`src/rtl/rv32i_pkg.sv`:
```
// Shared RV32I datapath constants and the writeback request type used by
// the register-file write-port arbiter and its bench.
package rv32i_pkg;

  localparam int XLEN = 32;
  localparam int AW   = 5;

  localparam logic [AW-1:0] REG_X0 = '0;

  typedef struct packed {
    logic            valid;
    logic [AW-1:0]   addr;
    logic [XLEN-1:0] data;
  } wb_req_t;

endpackage : rv32i_pkg

```
`src/rtl/rr_arbiter.sv`:
```
// Generic N-way round-robin arbiter: searches from i_ptr upward (mod N) and
// grants the first asserted request, giving a one-hot grant and its index.
module rr_arbiter #(
  parameter int N = 2
) (
  input  logic [N-1:0]         i_req,
  input  logic [$clog2(N)-1:0] i_ptr,
  output logic [N-1:0]         o_grant,
  output logic [$clog2(N)-1:0] o_idx,
  output logic                 o_any
);

  always_comb begin
    // NOTE: every output gets a default before the loop so no path can infer a latch.
    o_grant = '0;
    o_idx   = '0;
    o_any   = 1'b0;
    for (int k = 0; k < N; k++) begin : g_search
      int j;
      j = int'(i_ptr) + k;
      if (j >= N) j = j - N;
      if (!o_any && i_req[j]) begin
        o_any      = 1'b1;
        o_grant[j] = 1'b1;
        o_idx      = ($clog2(N))'(j);
      end
    end
  end

endmodule : rr_arbiter

```
`src/rtl/regfile_wb_arbiter.sv`:
```
// Shares the register file's single write port among N_REQ writeback
// requesters (round-robin) and tracks reserved destinations for decode stalls.
module regfile_wb_arbiter
  import rv32i_pkg::*;
#(
  parameter int N_REQ = 2,
  parameter int XLEN  = rv32i_pkg::XLEN,
  parameter int AW    = rv32i_pkg::AW
) (
  input  logic                  clk,
  input  logic                  rst,
  input  logic [N_REQ-1:0]      req_valid,
  output logic [N_REQ-1:0]      req_ready,
  input  logic [N_REQ*AW-1:0]   req_addr,
  input  logic [N_REQ*XLEN-1:0] req_data,
  output logic                  rf_write,
  output logic [AW-1:0]         rf_wa,
  output logic [XLEN-1:0]       rf_wd,
  input  logic                  rsv_valid,
  input  logic [AW-1:0]         rsv_addr,
  input  logic [AW-1:0]         ra1,
  input  logic [AW-1:0]         ra2,
  output logic                  busy1,
  output logic                  busy2
);

  localparam int PW   = $clog2(N_REQ);
  localparam int NREG = 2 ** AW;
  localparam logic [AW-1:0] X0 = AW'(REG_X0);

  logic [PW-1:0]    r_ptr;
  logic [N_REQ-1:0] w_grant;
  logic [PW-1:0]    w_gidx;
  logic             w_xfer;
  logic [AW-1:0]    w_addr;
  logic [XLEN-1:0]  w_data;

  logic             r_rf_write;
  logic [AW-1:0]    r_rf_wa;
  logic [XLEN-1:0]  r_rf_wd;

  logic [NREG-1:0]  r_pending;
  logic [NREG-1:0]  w_pending_nxt;

  // Grant depends only on req_valid and the pointer, so ready never loops back.
  rr_arbiter #(.N(N_REQ)) u_rr (
    .i_req   (req_valid),
    .i_ptr   (r_ptr),
    .o_grant (w_grant),
    .o_idx   (w_gidx),
    .o_any   (w_xfer)
  );

  assign req_ready = w_grant;

  always_comb begin
    w_addr = '0;
    w_data = '0;
    for (int i = 0; i < N_REQ; i++) begin
      if (w_grant[i]) begin
        w_addr = req_addr[i*AW +: AW];
        w_data = req_data[i*XLEN +: XLEN];
      end
    end
  end

  // Clear on acceptance first, then apply the reservation so a younger
  // reservation to the same register survives.
  always_comb begin
    w_pending_nxt = r_pending;
    if (w_xfer && (w_addr != X0)) w_pending_nxt[w_addr] = 1'b0;
    if (rsv_valid && (rsv_addr != X0)) w_pending_nxt[rsv_addr] = 1'b1;
  end

  always_ff @(posedge clk or posedge rst) begin
    if (rst) begin
      r_ptr      <= '0;
      r_rf_write <= 1'b0;
      r_rf_wa    <= '0;
      r_rf_wd    <= '0;
      // NOTE: the scoreboard is a flop vector, not a RAM, so it is cleared by reset
      // like any other state; stale pending bits would otherwise stall decode forever.
      r_pending  <= '0;
    end else begin
      // NOTE: non-blocking assignments keep every flop sampling pre-edge values.
      if (w_xfer) begin
        r_ptr      <= (int'(w_gidx) == N_REQ - 1) ? '0 : w_gidx + 1'b1;
        r_rf_write <= (w_addr != X0);
        r_rf_wa    <= w_addr;
        r_rf_wd    <= w_data;
      end else begin
        r_rf_write <= 1'b0;
      end
      r_pending <= w_pending_nxt;
    end
  end

  assign rf_write = r_rf_write;
  assign rf_wa    = r_rf_wa;
  assign rf_wd    = r_rf_wd;

  assign busy1 = (ra1 != X0) && r_pending[ra1];
  assign busy2 = (ra2 != X0) && r_pending[ra2];

endmodule : regfile_wb_arbiter

```
`config.mk`:
```
export PLATFORM = sky130hd
export DESIGN_NAME = regfile_wb_arbiter
export DESIGN_NICKNAME = d
export VERILOG_FILES = /design/src/rtl/rv32i_pkg.sv /design/src/rtl/rr_arbiter.sv /design/src/rtl/regfile_wb_arbiter.sv
export SDC_FILE = /design/constraint.sdc
export NUM_CORES = 1
export LEC_CHECK = 0
export CAP_MARGIN = 10
export CORE_AREA = 5 5 111 92
export DETAILED_ROUTE_END_ITERATION = 12
export DIE_AREA = 0 0 116 97
export GPL_TIMING_DRIVEN = 0
export PLACE_DENSITY = 0.86
export SLEW_MARGIN = 20
export SYNTH_ARGS = -nofsm -noshare
export SYNTH_HDL_FRONTEND = slang
export SYNTH_SLANG_ARGS = --single-unit
```
`constraint.sdc`:
```
create_clock -name clk -period 6.4 [get_ports clk]
set_clock_uncertainty 0.05 [all_clocks]
set_input_delay 0.96 -clock clk [delete_from_list [all_inputs] [get_ports clk]]
set_output_delay 0.96 -clock clk [all_outputs]
set_load 0.005 [all_outputs]
```
Word level (Yosys, flattened, before mapping)
Index checks and enable logic that the tools add are counted.
{"block": "word_totals", "register_bits": 71, "latchBits": 0, "ram_bits": 0, "mem_bits_ro": 0, "in_bits": 94, "word_cells": 73, "mem_count": 0}
{"block": "classes", "addsub": 4, "n_mul": 0, "div": 0, "order_cmp": 12, "n_eq_ne": 0, "shift": 0, "mux": 34, "bitwise": 4, "n_reduce_logical": 14}
{"cell": "32-bit two-way mux", "n": 6}
{"cell": "32-bit by 1-bit greater-or-equal comparator with 1-bit output, second input constant", "n": 2}
{"cell": "32-bit by 3-bit less-than comparator with 1-bit output, second input constant", "n": 2}
{"cell": "32-bit AND", "n": 1}
{"cell": "32-bit by 3-bit greater-or-equal comparator with 1-bit output, second input constant", "n": 1}
{"cell": "32-bit NOT", "n": 1}
{"cell": "32-bit OR", "n": 1}
{"cell": "32-bit by 3-bit subtractor with 32-bit output, second input constant", "n": 1}
{"cell": "5-bit by 6-bit less-than comparator with 1-bit output, second input constant", "n": 4}
{"cell": "5-bit nonzero test", "n": 4}
{"cell": "1-bit two-way mux", "n": 18}
{"cell": "1-bit binary-select mux with 5-bit select", "n": 2}
{"cell": "1-bit demux with 5-bit select", "n": 2}
{"cell": "5-bit by 1-bit greater-or-equal comparator with 1-bit output, second input constant", "n": 2}
{"cell": "5-bit two-way mux", "n": 2}
{"cell": "1-bit logical AND", "n": 9}
{"cell": "2-bit two-way mux", "n": 2}
{"cell": "1-bit by 2-bit subtractor with 3-bit output, second input constant", "n": 1}
{"cell": "1-bit by 1-bit adder with 2-bit output, second input constant", "n": 1}
{"cell": "1-bit demux with 1-bit select", "n": 2}
{"cell": "1-bit by 2-bit greater-or-equal comparator with 1-bit output, second input constant", "n": 1}
{"cell": "2-bit OR", "n": 1}
{"cell": "1-bit adder, second input constant", "n": 1}
{"cell": "1-bit zero test", "n": 1}

Logic depth before layout (Yosys ltp)
Gate-level depths: netlist (run 1).
{"block": "depth", "ltp_word": 20, "mapped_depth": 9, "depth_no_buf": 6}

Hierarchy
A second synthesis (run 1) with hierarchy kept.
{"block": "unflattened", "hier_cells": 394, "hier_area_um2": 3927.5}
{"mod": "regfile_wb_arbiter", "instances": 1, "cells_per_inst": 389, "area_per_inst_um2": 3895.0, "seq_area_each_um2": 1751.7}
{"mod": "rr_arbiter", "instances": 1, "cells_per_inst": 5, "area_per_inst_um2": 32.5, "seq_area_each_um2": 0.0}

Least setup slack after synthesis (run 1)
OpenSTA, ideal clock, no wires.
{"block": "synth_path", "kind": "input to output", "start": "input ra1[0]", "end": "output busy1", "arrival_time_ns": 2.174, "required_ns": 5.390, "setup_slack_ns": 3.216, "cell_stages": 4, "n_path_buf": 1, "path_cell_list": "buf_2 > mux4_2 > a2111oi_0 > nor4_1"}
{"block": "synth_via", "elab_chain_cells": 3}
{"item": "from (decl)", "line": "regfile_wb_arbiter.sv:21", "text": "input logic [AW-1:0] ra1,"}
{"item": "1-bit binary-select mux with 5-bit select", "line": "regfile_wb_arbiter.sv:102", "text": "assign busy1 = (ra1 != X0) && r_pending[ra1];"}
{"item": "1-bit two-way mux (implied by the code)", "line": "regfile_wb_arbiter.sv:102"}
{"item": "1-bit logical AND *", "line": "regfile_wb_arbiter.sv:102"}
{"item": "to (decl)", "line": "regfile_wb_arbiter.sv:23", "text": "output logic busy1,"}
Every way passes the cells marked *; elsewhere a longest branch is shown, timed or not. The select of a mux whose other input is x is not followed.

Final worst setup path (run 1)
{"block": "layout_path", "start": "input ra2[3]", "end": "output busy2"}
{"block": "layout_via", "elab_chain_cells": 3}
{"item": "from (decl)", "line": "regfile_wb_arbiter.sv:22", "text": "input logic [AW-1:0] ra2,"}
{"item": "1-bit binary-select mux with 5-bit select", "line": "regfile_wb_arbiter.sv:103", "text": "assign busy2 = (ra2 != X0) && r_pending[ra2];"}
{"item": "1-bit two-way mux (implied by the code)", "line": "regfile_wb_arbiter.sv:103"}
{"item": "1-bit logical AND *", "line": "regfile_wb_arbiter.sv:103"}
{"item": "to (decl)", "line": "regfile_wb_arbiter.sv:24", "text": "output logic busy2"}
Marks and branches as above.

==> parameters.txt, run 1 <==
Parameter                              Value

Logic synthesis
  Syn Std Cell Area    0.00395 mm2
  Netlist cell types    34
  Post-synth top flop    sky130_fd_sc_hd__dfrtp_1
  Syn Nets    521
  Number of enable-type register cells in the synthesized netlist    0
  Synthesized instance count    427
  Warning count from the yosys run    0
  Sequential share of the synthesized area    44.4%
  Share of synthesized flip-flops with an asynchronous set or reset    100%
  Mean area per synthesized cell    9.24 um2
  Register bit total from synthesis    70

Timing
  Final count of hold timing violations    0
  Setup repair after global routing missed its margin    no
  Max_slew headroom    57.9%
  Least-Margin Pin Slew    0.629 ns
  Period utilization    63.0%
  Setup TNS Final    0 ns
  Final max-slew violation count    0
  Maximum clock rate    248 MHz
  Number of setup violations in the final report    0
  Final period demand of the worst path    4.03 ns

Die
  Die X-Extent    116 um
  Die area    0.0113 mm2
  Core outline area    0.00892 mm2
  Starting density of the core    44.2%
  Number of top-level design ports    136
  Num rows    31
  DIE HEIGHT    97 um

Routing
  Wire length per cell after detailed routing    19.7 um
  DRT iter0 DRCs    311
  Vias after detailed routing    4,029
  1st-pass router iterations    5
  Count of antenna-violating nets left after detailed routing    0
  Post-detailed-route DRC marker count    0
  Vias/cell    5.86
  Total wire length after detailed routing    13,500 um

Power and ir drop
  IR Drop Worst-Case VDD    0.000180 V
  Switching Share    27.5%
  Lkg Pwr    2.13 nW
  Portion of total power attributed to sequential cells    38.6%
  Clock share of power    36.2%
  Power spent charging and discharging nets    0.370 mW
  Internal power of the cells    0.975 mW
  Combinational share of power    25.1%
  Total power per unit cell area    236 mW/mm2

Worst setup path
  Worst path required time    5.39 ns
  Highest cell delay on the worst timing path    0.57 ns
  Endpoint kind of the worst setup timing path    output port
  CP arrival    3.02 ns
  Cell with the biggest individual delay on the critical path    sky130_fd_sc_hd__clkdlybuf4s50_1
  Critical Path Start Type    input port
  CP top delay family    buffers and inverters
  Setup Crit Path Kind    input port to output port
  Total buffers and inverters traversed by the critical path    2
  Largest fanout on the critical path    5
  Most frequent cell on the critical path    sky130_fd_sc_hd__clkdlybuf4s50_1
  Ordered list of cells on the worst path    clkdlybuf4s50_1, mux4_2, mux2i_1, and3_1, nor4_1, clkdlybuf4s50_1

GRT
  Initial antenna violation count    0
  Grt ovf    0
  Aggregate global-route resource usage    23.8%
  Global-route wire length before repair    21,400 um
  Via count of the first global-routing pass    4,241
  Largest net degree at the start of global routing    46

Clock tree
  Root cell of the clock tree    sky130_fd_sc_hd__clkbuf_16
  Clock sink count    70
  Clock tree from TritonCTS    built
  Source-to-sink clock delay at the later pin of the worst-skew pair    0.32 ns
  Clock-pin slew on the worst setup and hold paths    0.05 ns
  Post-CTS sizing    0
  Post-CTS Repair Setup Buffers    0
  Number of H-tree levels    3
  Number of buffers on the longest clock path    2
  CTS buffer count    9
  Quantity of hold-fixing buffers added after cts    0

Layout
  Multi-input gate area    0.00199 mm2
  Layout Utilization    63.8%
  Fillers    720
  Post-synthesis to final-layout area growth    44.3%
  Commonest non-fill, non-tap cells in the layout    129 x sky130_fd_sc_hd__clkdlybuf4s50_1, 75 x sky130_fd_sc_hd__nor2_1, 70 x sky130_fd_sc_hd__dfrtp_1
  Final non-filler cell area    0.00570 mm2
  # diodes    0
  Fraction of final layout cells sized beyond drive strength 1    10.1%
  Most common library cell in the layout ignoring fill and taps    sky130_fd_sc_hd__clkdlybuf4s50_1
  Net count reported at finish    662
  Area taken by flip-flops and latches    0.00175 mm2

Run status
  Outcome    completed

Place
  Half-perimeter wire length after placement    10,100 um
  PortBufs    129
  Final estimated routing congestion in global placement    0.917
  Placed cell areas    0.00541 mm2

Job
  Number of maximum-capacitance violations    0

Hold path
  HP Class    register to register
==> kinds of logic after synthesis <==
group / count (synthesis) / synth area share (%)
DFF: 70 / 44.4
buffers and inverters: 40 / 5.07
muxes: 24 / 10.0
and+or+nand+nor: 178 / 20.1
AOI/OAI and AO/OA: 115 / 20.4
==> metal layers <==
layer  GRT usage, %  wire length, um  up-vias
met1           29.3             5210     1898
met2           38.5             6470      243
li1               -                -     1852
met3           8.42             1530       36
met5              0                0        -
met4           8.39              311        0
==> state kept, by name (all words and copies together), names as in the netlist, named ones only <==
name       flops
rf_write       1
rf_wa          5
rf_wd         32
r_pending     31
==> final timing paths <==
path | startpoint | end | slack [ns] | cells past startpoint
worst max-delay path | ra2[3] | busy2 | 2.37 | 6
worst min-delay path | rf_wa[0] | rf_wa[0] | 0.44 | 2
worst max register to register | register | r_pending[13] | 4.39 | 6
worst min register to register | rf_wa[0] | rf_wa[0] | 0.44 | 2
max in group asynchronous | rst | r_pending[6] | 4.83 | 3
min in group asynchronous | rst | rf_wd[8] | 0.92 | 2
==> cells in the mapped netlist, types with 3 or more instances <==
cell	number	area share (%)
sky130_fd_sc_hd__buf_2	13	1.6
sky130_fd_sc_hd__nand3b_1	4	0.76
sky130_fd_sc_hd__nand3_1	33	4.2
sky130_fd_sc_hd__buf_6	3	0.86
sky130_fd_sc_hd__nand2b_1	7	1.1
sky130_fd_sc_hd__nor2b_1	3	0.48
sky130_fd_sc_hd__mux2_2	4	1.1
sky130_fd_sc_hd__a32oi_2	5	2.1
sky130_fd_sc_hd__nor2_1	75	7.1
sky130_fd_sc_hd__nor3_1	3	0.38
sky130_fd_sc_hd__buf_4	3	0.57
sky130_fd_sc_hd__inv_1	9	0.86
sky130_fd_sc_hd__clkbuf_1	9	0.86
sky130_fd_sc_hd__nand2_1	42	4.0
sky130_fd_sc_hd__o22ai_1	34	5.4
sky130_fd_sc_hd__dfrtp_1	70	44
sky130_fd_sc_hd__a32o_1	5	1.3
sky130_fd_sc_hd__mux4_2	12	6.8
sky130_fd_sc_hd__o31ai_1	30	5.7
sky130_fd_sc_hd__mux2i_1	8	2.0
sky130_fd_sc_hd__o211ai_1	5	0.95
sky130_fd_sc_hd__o21ai_0	31	3.9
==> power by group through the flow <==
stage               combinational [mW]  sequential (mW)  clock (mW)
detailed placement               0.333            0.525           0
global placement                 0.320            0.523           0
CTS                              0.336            0.519       0.493
floorplan                        0.156            0.520           0
global route                     0.364            0.525       0.510
finish                           0.338            0.520       0.487
==> stage by stage <==
step | power, mW | setup slack, ns | hold slack, ns | cells
finish | 1.34 | 2.37 | 0.438 | 687
global route | 1.40 | 2.34 | 0.459 | 687
CTS | 1.35 | 2.41 | 0.445 | 687
detailed placement | 0.859 | 2.42 | 0.428 | 672
global placement | 0.843 | 2.40 | 0.423 | 671
floorplan | 0.676 | 3.22 | 0.420 | 427
==> worst register-to-register path, cell delays in order, from the launching register on <==
cell	delay, ns
sky130_fd_sc_hd__dfrtp_1	0.41
sky130_fd_sc_hd__nand2b_1	0.17
sky130_fd_sc_hd__buf_2	0.21
sky130_fd_sc_hd__a32o_1	0.36
sky130_fd_sc_hd__clkbuf_1	0.25
sky130_fd_sc_hd__o21ai_0	0.31
sky130_fd_sc_hd__nand3_1	0.13
==> cell type report <==
cell class / instances / share of cell area [%]
inverters: 10 / 0.703
plain buffers: 30 / 2.86
flip-flops and latches: 70 / 30.8
clock buffers: 14 / 4.46
repair buffers: 130 / 23.2
clock inverters: 1 / 0.527
multi-input cells: 317 / 35.0
well taps: 115 / 2.53
Power figures use the tool's default switching activity.
==> inputs of run 2 (changes only) <==
==> constraint.sdc (replaced) <==
create_clock -name clk -period 4.1 [get_ports clk]
set_clock_uncertainty 0.05 [all_clocks]
set_input_delay 0.615 -clock clk [delete_from_list [all_inputs] [get_ports clk]]
set_output_delay 0.615 -clock clk [all_outputs]
set_load 0.005 [all_outputs]
==> run 2 against run 1 <==
- via count is 1.5% higher
- flip-flop and latch count stayed put
- global-route usage hardly changed
- count of clock-buffer cells in the layout stayed put
- first-iteration DRC count is 23% higher
- power is 56% higher
- final cell count stayed put
- worst hold slack better by 0.00083 ns
- critical endpoint unchanged
- largest cell class unchanged
==> parameters.txt, run 2 (synthesis results as in run 1) <==
Parameter                              Value

Run status
  Outcome    completed

Routing
  DRT iter0 DRCs    382
  Wire length per cell after detailed routing    19.6 um
  Total wire length after detailed routing    13,500 um
  1st-pass router iterations    5
  Vias/cell    5.95
  Count of antenna-violating nets left after detailed routing    0
  Vias after detailed routing    4,088
  Post-detailed-route DRC marker count    0

Worst setup path
  Depth of the worst register-to-register path    6
  Largest fanout on the critical path    5
  Destination of the worst register-to-register timing path    r_pending[5]
  Worst path required time    3.43 ns
  Endpoint kind of the worst setup timing path    output port
  Setup Crit Path Kind    input port to output port
  Slack of the worst reg-to-reg path    2.14 ns
  Critical Path Start Type    input port
  CP arrival    2.67 ns

Timing
  Setup TNS Final    0 ns
  Final count of hold timing violations    0
  Least-Margin Pin Slew    0.598 ns
  Final max-slew violation count    0
  Worst setup margin    0.766 ns
  Maximum clock rate    300 MHz
  Number of setup violations in the final report    0
  Setup repair after global routing missed its margin    no
  Final period demand of the worst path    3.33 ns
  Period utilization    81.3%
  Max_slew headroom    60.0%

Hold path
  Worst hold stages    2
  HP Class    register to register
  Hold Startpoint    rf_wa[1]
  Hold Path End    rf_wa[1]

Die
  DIE HEIGHT    97 um
  Starting density of the core    44.2%
  Die area    0.0113 mm2
  Die X-Extent    116 um
  Num rows    31
  Number of top-level design ports    136
  Core outline area    0.00892 mm2

Clock tree
  Number of H-tree levels    3
  Clock tree from TritonCTS    built
  Clock-pin slew on the worst setup and hold paths    0.05 ns
  Source-to-sink clock delay at the later pin of the worst-skew pair    0.32 ns
  Post-CTS sizing    0
  Quantity of hold-fixing buffers added after cts    0
  Clock sink count    70
  Post-CTS Repair Setup Buffers    0
  Number of buffers on the longest clock path    2
  Root cell of the clock tree    sky130_fd_sc_hd__clkbuf_16
  CTS buffer count    9

Place
  PortBufs    129
  Final estimated routing congestion in global placement    0.917
  Placement Setup Slack    0.815 ns
  Half-perimeter wire length after placement    10,100 um

Layout
  Fraction of final layout cells sized beyond drive strength 1    10.1%
  Most common library cell in the layout ignoring fill and taps    sky130_fd_sc_hd__clkdlybuf4s50_1
  Post-synthesis to final-layout area growth    44.3%
  Flip-flop count of the largest register, all copies and words added    32
  Area taken by flip-flops and latches    0.00175 mm2
  Net count reported at finish    662
  Fillers    720
  Commonest non-fill, non-tap cells in the layout    129 x sky130_fd_sc_hd__clkdlybuf4s50_1, 75 x sky130_fd_sc_hd__nor2_1, 70 x sky130_fd_sc_hd__dfrtp_1
  Multi-input gate area    0.00199 mm2
  # diodes    0

Power and ir drop
  Total chip power    2.10 mW
  Total power per unit cell area    368 mW/mm2
  IR Drop Worst-Case VDD    0.000281 V
  Lkg Pwr    2.13 nW

GRT
  Grt ovf    0
  Global-route wire length before repair    21,400 um
  Initial antenna violation count    0
  Aggregate global-route resource usage    23.8%
  Largest net degree at the start of global routing    46
  Via count of the first global-routing pass    4,237

Job
  Number of maximum-capacitance violations    0
[run 2: area by class of cell]
class / instances / area share, %
Multi-Input combinational cell: 317 / 35.0
Tap cell: 115 / 2.53
Clock inverter: 1 / 0.527
Buffer: 30 / 2.86
Sequential cell: 70 / 30.8
Inverter: 10 / 0.703
Timing Repair Buffer: 130 / 23.2
Clock buffer: 14 / 4.46
[run 2: worst max-delay path by stage]
stage                      start            end  depth (start not counted)
after floorplan           ra1[0]          busy1                          4
after global placement       rst  r_pending[28]                          2
after detailed placement  ra2[3]          busy2                          6
after CTS                 ra2[3]          busy2                          6
after global routing      ra2[3]          busy2                          6
final                     ra2[3]          busy2                          6
[run 2: report_power, final]
| part | switching, mW | internal [mW] | leakage, nW |
|---|---|---|---|
| registers | 0.0532 | 0.759 | 0.720 |
| logic | 0.250 | 0.277 | 1.27 |
| clock network | 0.274 | 0.485 | 0.137 |
| total | 0.577 | 1.52 | 2.13 |
[run 2: worst max-delay path, stage by stage]
cell                              delay (ns)
sky130_fd_sc_hd__clkdlybuf4s50_1        0.53
sky130_fd_sc_hd__mux4_2                 0.38
sky130_fd_sc_hd__mux2i_1                0.06
sky130_fd_sc_hd__and3_1                 0.18
sky130_fd_sc_hd__nor4_1                 0.32
sky130_fd_sc_hd__clkdlybuf4s50_1        0.57
[run 2: routing by layer]
| metal | share of wire [%] | wire, um | GRT usage (%) | vias to the layer above |
|---|---|---|---|---|
| met3 | 11 | 1490 | 8.55 | 33 |
| met5 | 0 | 0 | 0 | - |
| li1 | - | - | - | 1852 |
| met1 | 38 | 5150 | 29.3 | 1949 |
| met4 | 2.3 | 303 | 8.65 | 0 |
| met2 | 48 | 6500 | 38.4 | 254 |
[run 2: per-stage QoR]
stage                     instances  instance area, um2  hold slack [ns]  utilization (%)
after floorplan                 427                3950            0.420                -
after global placement          671                5380            0.423             60.3
after detailed placement        672                5410            0.428             60.7
after CTS                       687                5700            0.445             63.8
after global routing            687                5700            0.459             63.8
final                           687                5700            0.439             63.8
